File: src/rtl/counter_pkg.sv
// ----------------------------------------------------------------------------
// counter_pkg
// Shared definitions for the synchronous counter library.
//   DEFAULT_WIDTH : default counter width in bits
//   dir_e         : count direction encoding used for the `up` input
// ----------------------------------------------------------------------------
package counter_pkg;

    localparam int DEFAULT_WIDTH = 4;

    typedef enum logic {
        DIR_DOWN = 1'b0,
        DIR_UP   = 1'b1
    } dir_e;

endpackage : counter_pkg

File: src/rtl/prog_counter_div_if.sv
// ----------------------------------------------------------------------------
// prog_counter_div_if
// Control and status bundle of the programmable counter/divider.
//   en       : count enable (0 = hold)
//   up       : direction, 1 = increment, 0 = decrement
//   load     : synchronous parallel load strobe
//   load_val : value loaded when load = 1
//   modulus  : terminal value M, count range 0..M
//   count    : registered counter value
//   wrap     : one-cycle pulse in the cycle count shows a wrap result
//   div_out  : divided clock-enable, toggles on every wrap
// The master drives the controls; the slave (the counter) drives the status.
// ----------------------------------------------------------------------------
interface prog_counter_div_if #(
    parameter int WIDTH = counter_pkg::DEFAULT_WIDTH
);
    logic             en;
    logic             up;
    logic             load;
    logic [WIDTH-1:0] load_val;
    logic [WIDTH-1:0] modulus;
    logic [WIDTH-1:0] count;
    logic             wrap;
    logic             div_out;

    modport master (
        output en, up, load, load_val, modulus,
        input  count, wrap, div_out
    );

    modport slave (
        input  en, up, load, load_val, modulus,
        output count, wrap, div_out
    );
endinterface : prog_counter_div_if

File: src/rtl/toggle_ff.sv
// ----------------------------------------------------------------------------
// toggle_ff
// T flip-flop with asynchronous active-high reset.
//   clk : clock, rising edge
//   rst : asynchronous reset, forces q to 0
//   t   : toggle request, q inverts on the next edge when high
//   q   : registered output
// ----------------------------------------------------------------------------
module toggle_ff (
    input  logic clk,
    input  logic rst,
    input  logic t,
    output logic q
);

    logic q_q;

    // Invert on request, otherwise hold.
    always_ff @(posedge clk or posedge rst) begin
        if (rst) begin
            q_q <= 1'b0;
        end else if (t) begin
            q_q <= ~q_q;
        end
    end

    assign q = q_q;

endmodule : toggle_ff

File: src/rtl/prog_counter_div.sv
// ----------------------------------------------------------------------------
// prog_counter_div
// WIDTH-bit counter with programmable modulus, up/down direction, enable and
// parallel load, plus a registered wrap pulse and a 50%-duty divided output.
//   clk : system clock, rising edge
//   rst : asynchronous active-high reset (count, wrap, div_out -> 0)
//   bus : prog_counter_div_if slave modport (controls in, status out)
// Priority per edge: rst > load > en > hold.
// ----------------------------------------------------------------------------
module prog_counter_div
    import counter_pkg::*;
#(
    parameter int WIDTH = DEFAULT_WIDTH
) (
    input  logic                clk,
    input  logic                rst,
    prog_counter_div_if.slave   bus
);

    logic [WIDTH-1:0] count_q;
    logic [WIDTH-1:0] count_d;
    logic             wrap_q;
    logic             wrap_d;
    logic             div_q;
    dir_e             dir;

    assign dir = dir_e'(bus.up);

    // Next count and wrap. An up-count at or above M wraps to 0, so a value
    // loaded beyond M returns to range on the next enabled edge. A down-count
    // only wraps from 0, so an out-of-range value decrements into range.
    always_comb begin
        count_d = count_q;
        wrap_d  = 1'b0;
        if (bus.load) begin
            count_d = bus.load_val;
        end else if (bus.en) begin
            if (dir == DIR_UP) begin
                if (count_q >= bus.modulus) begin
                    count_d = '0;
                    wrap_d  = 1'b1;
                end else begin
                    count_d = count_q + WIDTH'(1);
                end
            end else begin
                if (count_q == '0) begin
                    count_d = bus.modulus;
                    wrap_d  = 1'b1;
                end else begin
                    count_d = count_q - WIDTH'(1);
                end
            end
        end
    end

    always_ff @(posedge clk or posedge rst) begin
        if (rst) begin
            count_q <= '0;
            wrap_q  <= 1'b0;
        end else begin
            count_q <= count_d;
            wrap_q  <= wrap_d;
        end
    end

    // div_out flips on the same edge that registers the wrap pulse.
    toggle_ff u_div (
        .clk (clk),
        .rst (rst),
        .t   (wrap_d),
        .q   (div_q)
    );

    assign bus.count   = count_q;
    assign bus.wrap    = wrap_q;
    assign bus.div_out = div_q;

endmodule : prog_counter_div

File: src/flat_wrapper.sv
// flat-port wrapper written by rule: the top's interface ports become plain ports
module prog_counter_div_flat import counter_pkg::*;
#(
    parameter int WIDTH = DEFAULT_WIDTH
)
  (clk, rst, bus_en, bus_up, bus_load, bus_load_val, bus_modulus, bus_count, bus_wrap, bus_div_out);
  prog_counter_div_if #(.WIDTH(WIDTH)) bus_i ();
  input  logic clk;
  input  logic rst;
  input wire logic [$bits(bus_i.en)-1:0] bus_en;
  input wire logic [$bits(bus_i.up)-1:0] bus_up;
  input wire logic [$bits(bus_i.load)-1:0] bus_load;
  input wire logic [$bits(bus_i.load_val)-1:0] bus_load_val;
  input wire logic [$bits(bus_i.modulus)-1:0] bus_modulus;
  output wire logic [$bits(bus_i.count)-1:0] bus_count;
  output wire logic [$bits(bus_i.wrap)-1:0] bus_wrap;
  output wire logic [$bits(bus_i.div_out)-1:0] bus_div_out;
  assign bus_i.en = bus_en;
  assign bus_i.up = bus_up;
  assign bus_i.load = bus_load;
  assign bus_i.load_val = bus_load_val;
  assign bus_i.modulus = bus_modulus;
  assign bus_count = bus_i.count;
  assign bus_wrap = bus_i.wrap;
  assign bus_div_out = bus_i.div_out;
  prog_counter_div #(.WIDTH(WIDTH)) u_core (.clk(clk), .rst(rst), .bus(bus_i));
endmodule
File: config.mk
export PLATFORM = sky130hd
export DESIGN_NAME = prog_counter_div_flat
export DESIGN_NICKNAME = d
export VERILOG_FILES = /design/src/rtl/counter_pkg.sv /design/src/rtl/prog_counter_div_if.sv /design/src/rtl/toggle_ff.sv /design/src/rtl/prog_counter_div.sv /design/src/flat_wrapper.sv
export SDC_FILE = /design/constraint.sdc
export NUM_CORES = 1
export LEC_CHECK = 0
export BUFFER_PORTS_ARGS = -buffer_cell sky130_fd_sc_hd__buf_2
export CAP_MARGIN = 30
export CORE_AREA = 2 2 39 41
export CTS_BUF_LIST = sky130_fd_sc_hd__clkbuf_4 sky130_fd_sc_hd__clkbuf_8
export CTS_CLUSTER_SIZE = 12
export DETAILED_ROUTE_END_ITERATION = 7
export DIE_AREA = 0 0 41 43
export HOLD_SLACK_MARGIN = 0.08
export PLACE_DENSITY = 0.7
export SLEW_MARGIN = 5
export SYNTH_ARGS = -nofsm -noshare
export SYNTH_HDL_FRONTEND = slang
export SYNTH_SLANG_ARGS = --single-unit
File: constraint.sdc
create_clock -name clk -period 1.7 [get_ports clk]
set_input_delay 0.255 -clock clk [delete_from_list [all_inputs] [get_ports clk]]
set_output_delay 0.255 -clock clk [all_outputs]
set_load 0.005 [all_outputs]
Word level (Yosys, flattened, before mapping). Cells that the tools add are included.

Flip-flop bits (word level): 6. Output and inout bits: 6. Logic and storage cells: 19. Input port bits: 13.

Reduce and logical (&&, ||, !) cells: 2. Mux-type cells: 10. $add $sub $neg: 2. $lt $le $gt $ge: 1. Bitwise logic cells: 1.

Operators by type and width (count): 4-bit two-way mux (5); 1-bit two-way mux (5); 4-bit by 1-bit adder with 4-bit output (second input constant) (1); 4-bit greater-or-equal comparator (1); 4-bit logical NOT (1); 4-bit by 1-bit subtractor with 4-bit output (second input constant) (1); 2-bit nonzero test (1); 1-bit NOT (1).

Longest topological paths before layout. Gate-level depths: netlist of run 1.

Depth after elaboration: 5. Gate-level depth with buffers: 6. Depth with buffers taken out: 6.

By module. From an unflattened synthesis of run 1, not the netlist that was laid out.

Cell total of the unflattened synthesis: 65. Area, all modules: 543.0 µm².

By module, submodules not included: prog_counter_div (area each 505.5 µm², times used 1, sequential area each 125.1 µm², cells each 62); toggle_ff (area each 37.5 µm², times used 1, sequential area each 25.0 µm², cells each 3).

Worst setup path before layout of run 1. Ideal clock, no wire load.

Kind: reg2reg. From: register u_core.count_q[3] (netlist: u_core.bus.count[3]). To: register u_core.count_q[1] (netlist: u_core.bus.count[1]). Path slack: -66 ps. Cell stages (with the launch flop): 6. Path buffers: 0. Library setup time: 126 ps. Arrival: 1640 ps. Required time: 1574 ps. Period minus slack after synthesis: 1766 ps. Path through: dfrtp_1 -> ha_1 -> o211ai_1 -> o211a_1 -> a22o_1 -> a221o_1.

Word-level cells in the longest chain between the ends: 5. Elaborated cells between the ends (all ways): 7. Classes of those cells: order compare (1); mux (5); reduce/logical (1).

RTL lines: start: declaration (RTL line prog_counter_div.sv:20) `logic [WIDTH-1:0] count_q;`; start signal: assignment (RTL line prog_counter_div.sv:61) `count_q <= count_d;`; 4-bit greater-or-equal comparator / 4-bit logical NOT (equally long branches) (RTL line prog_counter_div.sv:39, prog_counter_div.sv:46); 4-bit two-way mux (on tied branches) (RTL line prog_counter_div.sv:39, prog_counter_div.sv:46); 4-bit two-way mux (*) (RTL line prog_counter_div.sv:38) `if (dir == DIR_UP) begin`; 4-bit two-way mux (*) (RTL line prog_counter_div.sv:37) `end else if (bus.en) begin`; 4-bit two-way mux (*) (RTL line prog_counter_div.sv:35) `if (bus.load) begin`.

Every way passes the cells marked *; elsewhere a longest branch is shown, timed or not. The select of a mux whose other input is x is not followed. A chain may end at the register's enable or synchronous reset.

Final worst setup path of run 1.
From: register u_core.count_q[1] (netlist: u_core.bus.count[1]). To: register u_core.count_q[1] (netlist: u_core.bus.count[1]).

Word-level cells in the longest chain between the ends: 5. Elaborated cells between the ends (all ways): 9. Classes of those cells: add/sub (2); order compare (1); mux (5); reduce/logical (1).

RTL lines: 4-bit by 1-bit subtractor with 4-bit output (tied with other cells) (RTL line prog_counter_div.sv:50) `count_d = count_q - WIDTH'(1);`; 4-bit two-way mux (on tied branches) (RTL line prog_counter_div.sv:46, prog_counter_div.sv:39); 4-bit two-way mux (*) (RTL line prog_counter_div.sv:38); 4-bit two-way mux (*) (RTL line prog_counter_div.sv:37); 4-bit two-way mux (*) (RTL line prog_counter_div.sv:35).

Marked as above.

==> results.toml, run 1 <==
[global_route]
antenna_found_initial = 0
grt_pass1_vias = 536
grt_pass1_wl_mm = 2.06
grt.total_usage_pct = 17.2
grt_overflow_total = 0
grt_max_degree = 10

[power_and_ir_drop]
vdd.ir_drop.worst_mv = 0.369
powerDensity_nw_per_um2 = 806
leakagePower_nw = 0.386

[run_status]
outcome = "finished clean"

[cts]
cts_made_buffers = 3
htreeDepth = 1
cts_tree = "built"
clkSinkCount = 6
cts_buffer_depth = 2
cts_root_buffer = "clkbuf_4"
cts.clk_slew.worst_paths_ns = 0.06
insertion_delay_ns = 0.26

[synth]
synth_warnings = 0
seq_area_frac_synth_pct = 27.9
yosysUniqueCellTypes = 28
syn_area_per_cell_um2 = 8.54
synthCells = 63
ys_seq_elements = 6
syn_area_um2 = 538
syn_nets = 82

[route]
ant_nets = 0
wl_mm = 1.30
remaining_drc_errors = 0
wl_per_cell_um = 12.1
drtIter0Drc = 8
dr.pass1.iters = 4
post_drt_via_cell_ratio = 5.10
vias = 546

[critical_path]
worstPathMaxFanout = 4
arrival_ns = 1.78
slowest_stage = "dfrtp_1"
worstSetupStartpoint = "u_core.bus.count[1]$_DFFE_PP0P_"
max_stage_delay_ns = 0.41
r2r-start = "u_core.bus.count[1]$_DFFE_PP0P_"
start_kind = "flip-flop"
crit_family = "compound AO/OA/AOI/OAI gates"
cp_data_required_time_ns = 1.84
crit_path_cell_trace = "ha_1 > o211ai_1 > o211a_1 > a22o_1 > a221o_1"
crit_buf_inv = 0
crit_type = "reg -> reg"
endpoint_kind = "flip-flop"

[timing]
hold_violations = 0
drv_slew = 0
tightest_slew_ns = 0.415
timing.fmax_ghz = 0.611
finalWorstSetupSlack_ns = 0.0638
period_share_pct = 96.2
slew_headroom_pct = 72.3
setup_viol = 0
rsz0062_at_grt = "false"
clock-skew-final_ns = 0.0113
setup_tns_ns = 0
fin_crit_ns = 1.64

[floorplan]
io_pins = 19
start_util_pct = 38.9
rows = 14
die-width_um = 41
die-area_um2 = 1760
die_height_um = 43
coreArea_um2 = 1380

[placed_design]
place_area_um2 = 692
io_buffers = 18
place_ws_ns = 0.0789
place_hpwl_mm = 1.03
place.gp.congestion = 0.889

[cells_and_area]
finalNetCount = 111
final_layout_size_suffix_gt1_share_pct = 38.5
diodes = 0
syn_to_final_growth_pct = 39.1
final_cell_mix = "buf_2 (18), inv_1 (9), buf_4 (7)"
final_area_um2 = 748
final_common_cell = "buf_2"

[run]
max_cap_viol_count = 0

[worst_hold_path]
hold_path_class = "in -> reg"
hold_start = "bus_load_val[3]"
-- tightest hold or removal path: cells and delay by family --
kind	cells	cell delay (ns)
buffers and inverters	1	0.08
AO/OA/AOI/OAI	2	0.11
-- sequential cells by signal (all words and copies together) (netlist names) --
signal            cells
u_core.u_div.q        1
u_core.bus.count      4
u_core.bus.wrap       1
-- repair_timing --
action                                  in CTS  in global routing
endpoints found under the hold margin        6                  0
endpoints found under the setup margin       0                  3
hold buffers                                 1                  0
setup buffers                                0                  1
resized for setup                            0                  3
-- where the power goes --
part,internal [mW],switching (mW)
sequential,0.169,0.0171
clock,0.106,0.0649
combinational,0.126,0.120
-- synthesized netlist by cell type --
| cell type | number | share of area [%] |
|---|---|---|
| a32oi_1 | 1 | 1.6 |
| nor2b_1 | 3 | 3.5 |
| ha_1 | 6 | 14 |
| dfrtp_1 | 6 | 28 |
| nor3b_1 | 2 | 2.8 |
| xor2_1 | 2 | 3.3 |
| a31oi_1 | 2 | 2.3 |
| nor3b_4 | 1 | 3.5 |
| clkbuf_1 | 1 | 0.70 |
| and3_2 | 1 | 1.4 |
| a211oi_1 | 1 | 1.4 |
| nand3_1 | 1 | 0.93 |
| nor3_1 | 2 | 1.9 |
| o211a_1 | 1 | 1.9 |
| inv_1 | 9 | 6.3 |
| a21oi_1 | 2 | 1.9 |
| o21ai_0 | 3 | 2.8 |
| a221o_1 | 1 | 1.9 |
| o31ai_1 | 1 | 1.4 |
| xnor2_1 | 1 | 1.6 |
| mux2i_1 | 1 | 1.9 |
| o221ai_1 | 1 | 1.6 |
| buf_6 | 1 | 2.1 |
| nor2_1 | 6 | 4.2 |
| o311ai_0 | 1 | 1.6 |
| nand2_1 | 4 | 2.8 |
| o211ai_1 | 1 | 1.4 |
| a22o_1 | 1 | 1.6 |
-- stage by stage --
stage / cells / power (mW) / hold WS (ns) / util (%)
6_report: 107 / 0.603 / 0.225 / 54.1
5_1_grt: 107 / 0.653 / 0.221 / 54.1
4_1_cts: 106 / 0.605 / 0.210 / 52.9
3_5_place_dp: 101 / 0.425 / 0.191 / 50.0
3_3_place_gp: 101 / 0.421 / 0.185 / 50.0
2_1_floorplan: 63 / 0.334 / 0.0459 / -
-- layer usage --
metal	track usage, %	part of all wire (%)	vias to the layer above
met5	0	0	-
met4	8.00	0.77	0
met3	3.14	3.6	2
met2	29.7	50	14
met1	18.8	45	248
li1	-	-	282
-- area by class of cell --
cell class | instances | area (um^2)
inverter | 9 | 33.8
fill | 132 | 636
tap | 16 | 20.0
multi-input combinational | 46 | 360
timing repair buffer | 26 | 153
sequential | 6 | 151
clock buffer | 4 | 30.0
-- kinds of logic (layout without fill, tap and decap cells) --
group,Yosys count,after routing,share of synthesized area [%]
muxes,1,1,1.86
adders and majority gates,6,6,14.0
and+or+nand+nor,20,20,20.9
AOI/OAI and AO/OA,16,16,21.4
xor gates and xnor gates,3,3,4.88
DFF,6,6,27.9
buffers and inverters,11,39,9.07
-- final timing paths --
| check | endpoint | depth (start not counted) | slack [ns] |
|---|---|---|---|
| worst max-delay path | u_core.bus.count[1]$_DFFE_PP0P_ | 5 | 0.06 |
| worst min-delay path | u_core.bus.count[3]$_DFFE_PP0P_ | 3 | 0.22 |
| worst max register to register | u_core.bus.count[1]$_DFFE_PP0P_ | 5 | 0.06 |
| worst min register to register | u_core.u_div.q$_DFFE_PP0P_ | 1 | 0.46 |
| max in group asynchronous | u_core.bus.count[3]$_DFFE_PP0P_ | 3 | 1.02 |
| min in group asynchronous | u_core.u_div.q$_DFFE_PP0P_ | 3 | 0.46 |
(Power assumes the default switching activity.)
==> inputs of run 2 (changes only) <==
Settings changed: SYNTH_HIERARCHICAL from default to 1.
==> run 2 against run 1 <==
Compared with the run above: first-iteration DRC count grew to 4.9 times the previous value; clock skew barely moved; sequential cell count did not move; final cell count is 0.93% higher; synthesized cell count is 3.2% higher; total power up 1.3%; die area is the same; via count rose by 2.2%; sequential power barely moved; worst setup slack worse by 0.011 ns; clock-buffer cell count is the same; global-route usage increased by 1.8 points; critical path type unchanged.
==> results.toml, run 2 <==
[critical_path]
reg2reg_slack_ns = 0.05
cp_data_required_time_ns = 1.83
worstSetupStartpoint = "u_core/bus.count[1]$_DFFE_PP0P_"
endpoint_kind = "flip-flop"
start_kind = "flip-flop"
crit_type = "reg -> reg"
r2r_end = "u_core/bus.count[1]$_DFFE_PP0P_"
r2r-start = "u_core/bus.count[1]$_DFFE_PP0P_"
reg2reg_depth = 5
arrival_ns = 1.78
worstPathMaxFanout = 3

[worst_hold_path]
whs_path_depth = 3
holdPathEnd = "u_core/bus.count[0]$_DFFE_PP0P_"
hold_start = "bus_load_val[0]"
hold_path_class = "in -> reg"

[route]
remaining_drc_errors = 0
dr.pass1.iters = 4
wl_mm = 1.39
vias = 558
ant_nets = 0
wl_per_cell_um = 12.9
drtIter0Drc = 39
post_drt_via_cell_ratio = 5.17

[cells_and_area]
final_cell_mix = "buf_2 (18), inv_1 (7), nor2_1 (7)"
final_layout_size_suffix_gt1_share_pct = 40.2
diodes = 0
largest_reg_flops = 4
final_common_cell = "buf_2"
finalNetCount = 112
syn_to_final_growth_pct = 37.1

[synth]
synthCells = 65
syn_nets = 84
yosysUniqueCellTypes = 26
synth_warnings = 6
yosysMostFrequentCell = "inv_1"
seq_area_frac_synth_pct = 27.6
ys_seq_elements = 6
syn_area_per_cell_um2 = 8.35
syn_area_um2 = 543
yosys-top-cells-area = "dfrtp_1 (28%), ha_1 (14%), inv_1 (6.2%), nor2_1 (4.8%), a21oi_1 (4.6%)"
ys.flop_type = "dfrtp_1"
synth_common_cells = "inv_1 (9), nor2_1 (7), dfrtp_1 (6), ha_1 (6), a21oi_1 (5)"
synth_top_cell_area_share_pct = 27.6
synth_edf_count = 0
post-synth-top-area-cell = "dfrtp_1"
async_flop_share_pct = 100

[timing]
tightest_slew_ns = 0.259
timing.fmax_ghz = 0.607
setup_viol = 0
clock-skew-final_ns = 0.0115
slew_headroom_pct = 82.5
period_share_pct = 96.9
whs_ns = 0.247
fin_crit_ns = 1.65
drv_slew = 0
setup_tns_ns = 0
rsz0062_at_grt = "true"
hold_violations = 0

[cts]
insertion_delay_ns = 0.26
cts_tree = "built"
cts_made_buffers = 3
htreeDepth = 1
postCtsSetupBuffers = 0
cts_buffer_depth = 2
clkSinkCount = 6
cts.clk_slew.worst_paths_ns = 0.05
cts_root_buffer = "clkbuf_4"

[floorplan]
io_pins = 19
start_util_pct = 39.2
die-area_um2 = 1760
coreArea_um2 = 1380
die-width_um = 41
die_height_um = 43
rows = 14

[global_route]
grt_overflow_total = 0
grt.total_usage_pct = 19.0
grt_pass1_wl_mm = 2.25
grt_max_degree = 11
antenna_found_initial = 0
grt_pass1_vias = 517

[power_and_ir_drop]
total_power_mw = 0.611
powerDensity_nw_per_um2 = 821
leakagePower_nw = 0.375
vdd.ir_drop.worst_mv = 0.437

[run]
max_cap_viol_count = 0

[run_status]
outcome = "finished clean"

[placed_design]
io_buffers = 18
place_hpwl_mm = 1.09
place.gp.congestion = 0.816
[run 2: cell count changes in the layout (fill, tap and decap cells not counted), moves of 2 or more]
cell	before	now
inv_2	0	2
nor2_1	5	7
a21oi_1	2	5
inv_1	9	7
[run 2: where the power goes]
| part | switching [mW] | internal, mW | total (mW) |
|---|---|---|---|
| registers | 0.0199 | 0.169 | 0.189 |
| logic | 0.120 | 0.128 | 0.247 |
| clock network | 0.0686 | 0.106 | 0.175 |
[run 2: how the worst max path moves through the flow]
stage | end | slack (ns) | cells after the start
after floorplan | u_core/bus.count[1]$_DFFE_PP0P_ | -0.003 | 5
after global placement | u_core/bus.count[1]$_DFFE_PP0P_ | 0.08 | 5
after detailed placement | u_core/bus.count[1]$_DFFE_PP0P_ | 0.04 | 5
after CTS | u_core/bus.count[1]$_DFFE_PP0P_ | 0.02 | 5
after global routing | u_core/bus.count[1]$_DFFE_PP0P_ | -0.01 | 5
final | u_core/bus.count[1]$_DFFE_PP0P_ | 0.05 | 5
[run 2: timing repair]
item	4_1_cts	5_1_grt
setup endpoints to repair	0	2
gates resized for setup	0	3
hold buffers	1	0
hold endpoints to repair	6	0
[run 2: final cells by class]
class,instances,area (um^2)
Multi-Input combinational cell,48,364
Tap cell,16,20.0
Clock buffer,4,30.0
Fill cell,133,639
Sequential cell,6,151
Inverter,9,33.8
Timing Repair Buffer,25,145
[run 2: per-layer routing]
metal  vias to the layer above  routed length (um)  global-route usage (%)
li1                        281                   -                       -
met1                       250                 580                    25.5
met2                        25                 699                    27.5
met3                         2                  96                    5.24
met4                         0                  14                    8.00
met5                         -                   0                       0
[run 2: kinds of logic after synthesis]
kind of cell	share of synthesized area [%]
compound gates	22.4
xor+xnor	4.84
fa+ha+maj	13.8
buf+inv	8.98
flops	27.6
mux	1.84
simple gates	20.5
[run 2: through the flow]
| stage | utilization, % | area, um^2 | setup slack, ns | std cells |
|---|---|---|---|---|
| final | 53.8 | 744 | 0.0532 | 108 |
| after detailed placement | 50.4 | 697 | 0.0366 | 103 |
| after global placement | 50.4 | 697 | 0.0759 | 103 |
| after floorplan | - | 557 | -0.00284 | 65 |
| after global routing | 53.8 | 744 | -0.0110 | 108 |
| after CTS | 53.3 | 737 | 0.0228 | 108 |
[run 2: worst max-delay path, cell delays in order (launching register included)]
cell and delay [ns]:
dfrtp_1 0.42, ha_1 0.29, o211ai_1 0.08, o211a_2 0.26
a22o_1 0.20, a221o_1 0.29
==> inputs of run 3 (changes only) <==
Settings changed: PLACE_DENSITY 0.7 to 0.67, REMOVE_ABC_BUFFERS from default to 1, SKIP_CTS_REPAIR_TIMING from default to 1.
Clock period 1.7 ns to 2.05 ns, I/O delays scaled along.
==> run 3 against run 2 <==
Compared with the run above: die area is the same; global-route usage is 1.2 points lower; worst hold slack better by 0.051 ns; routed wire length shrank 6.3%; non-clock buffer count shrank 4; cell area is 7.9% lower; total power is 27% lower; first-iteration DRC count is 56% lower; critical endpoint unchanged; largest cell class unchanged; largest power group unchanged.
==> results.toml, run 3 (synthesized netlist as in run 2, its figures left out) <==
[run_status]
outcome = "finished clean"

[floorplan]
die-width_um = 41
die-area_um2 = 1760
rows = 14
io_pins = 19
start_util_pct = 39.2
coreArea_um2 = 1380
die_height_um = 43

[timing]
fin_crit_ns = 1.86
hold_violations = 0
rsz0062_at_grt = "false"
tightest_slew_ns = 0.287
period_share_pct = 90.5
setup_viol = 0
drv_slew = 0
setup_tns_ns = 0
slew_headroom_pct = 80.6
clock-skew-final_ns = 0.00483
timing.fmax_ghz = 0.539

[cts]
clkSinkCount = 6
cts_root_buffer = "clkbuf_4"
insertion_delay_ns = 0.24
cts.clk_slew.worst_paths_ns = 0.04
cts_buffer_depth = 2
cts_tree = "built"
htreeDepth = 1
cts_made_buffers = 3

[global_route]
grt_pass1_wl_mm = 2.13
grt_max_degree = 11
antenna_found_initial = 0
grt_overflow_total = 0
grt_pass1_vias = 508
grt.total_usage_pct = 17.8

[critical_path]
reg2reg_depth = 6
worstPathMaxFanout = 6
endpoint_kind = "flip-flop"
arrival_ns = 1.97
crit_type = "reg -> reg"
max_stage_delay_ns = 0.42
slowest_stage = "dfrtp_1"
cp_data_required_time_ns = 2.17
reg2reg_slack_ns = 0.19
start_kind = "flip-flop"
crit_path_cell_trace = "inv_1 > ha_1 > nor3b_1 > o211a_2 > a22o_1 > a221o_1"

[route]
wl_mm = 1.30
ant_nets = 0
drtIter0Drc = 17
vias = 544
remaining_drc_errors = 0
wl_per_cell_um = 12.6
dr.pass1.iters = 6
post_drt_via_cell_ratio = 5.28

[cells_and_area]
largest_reg_flops = 4
final_layout_size_suffix_gt1_share_pct = 29.9
final_common_cell = "buf_2"
diodes = 0
syn_to_final_growth_pct = 26.3
finalNetCount = 108
final_cell_mix = "buf_2 (18), inv_1 (9), nor2_1 (7)"
n_fill_cell = 150
final_area_um2 = 686

[power_and_ir_drop]
vdd.ir_drop.worst_mv = 0.196
leakagePower_nw = 0.353
powerDensity_nw_per_um2 = 652

[placed_design]
place_hpwl_mm = 1.05
place_area_um2 = 653
place.gp.congestion = 0.796
io_buffers = 18

[worst_hold_path]
whs_path_depth = 3
hold_path_class = "in -> reg"

[run]
max_cap_viol_count = 0
[run 3: cell count changes in the layout (fill, tap and decap cells not counted), sizes merged]
cell	change
buf	-4
clkbuf	-1
[run 3: area by class of cell]
type                       instances  area [um^2]  share of cell area [%]
sequential                         6          150                    21.9
multi-input combinational         48          344                    50.2
clock buffer                       3         22.5                    3.28
timing repair buffer              21          115                    16.8
tap                               16         20.0                    2.92
inverter                           9         33.8                    4.93
[run 3: final timing paths]
check	start	end
max	u_core/bus.count[0]$_DFFE_PP0P_	u_core/bus.count[1]$_DFFE_PP0P_
min	bus_load_val[0]	u_core/bus.count[0]$_DFFE_PP0P_
max reg2reg	u_core/bus.count[0]$_DFFE_PP0P_	u_core/bus.count[1]$_DFFE_PP0P_
min reg2reg	u_core/u_div/q$_DFFE_PP0P_	u_core/u_div/q$_DFFE_PP0P_
max in group asynchronous	rst	u_core/bus.count[0]$_DFFE_PP0P_
min in group asynchronous	rst	u_core/u_div/q$_DFFE_PP0P_
[run 3: per-layer routing]
layer | up-vias | global-route usage, % | part of all wire (%)
li1 | 275 | - | -
met1 | 247 | 23.9 | 44
met2 | 22 | 27.5 | 48
met3 | 0 | 3.14 | 7.7
met4 | 0 | 6.00 | 0
met5 | - | 0 | 0
[run 3: power breakdown]
part           internal [mW]  total (mW)  switching [mW]  leakage [nW]
logic                 0.0887       0.179          0.0904         0.265
registers              0.140       0.159          0.0194        0.0738
clock network         0.0662       0.109          0.0427        0.0138
total                  0.295       0.447           0.152         0.353
[run 3: critical path, delay by kind of cell, from the launching register on]
kind            cells  cell delay [ns]
compound gates      3             0.87
fa+ha+maj           1             0.28
buf+inv             1             0.12
flops               1             0.42
simple gates        1             0.04
[run 3: through the flow]
step           hold slack [ns]  total power, mW  worst slack (ns)  std cells  util, %
5_1_grt                  0.301            0.489            0.0876        103     49.5
3_3_place_gp             0.151            0.334             0.281         99     47.2
6_report                 0.298            0.447             0.194        103     49.5
2_1_floorplan           0.0362            0.268             0.271         63        -
4_1_cts                 -0.109            0.451             0.197        102     48.8
3_5_place_dp             0.152            0.338             0.217         99     47.2
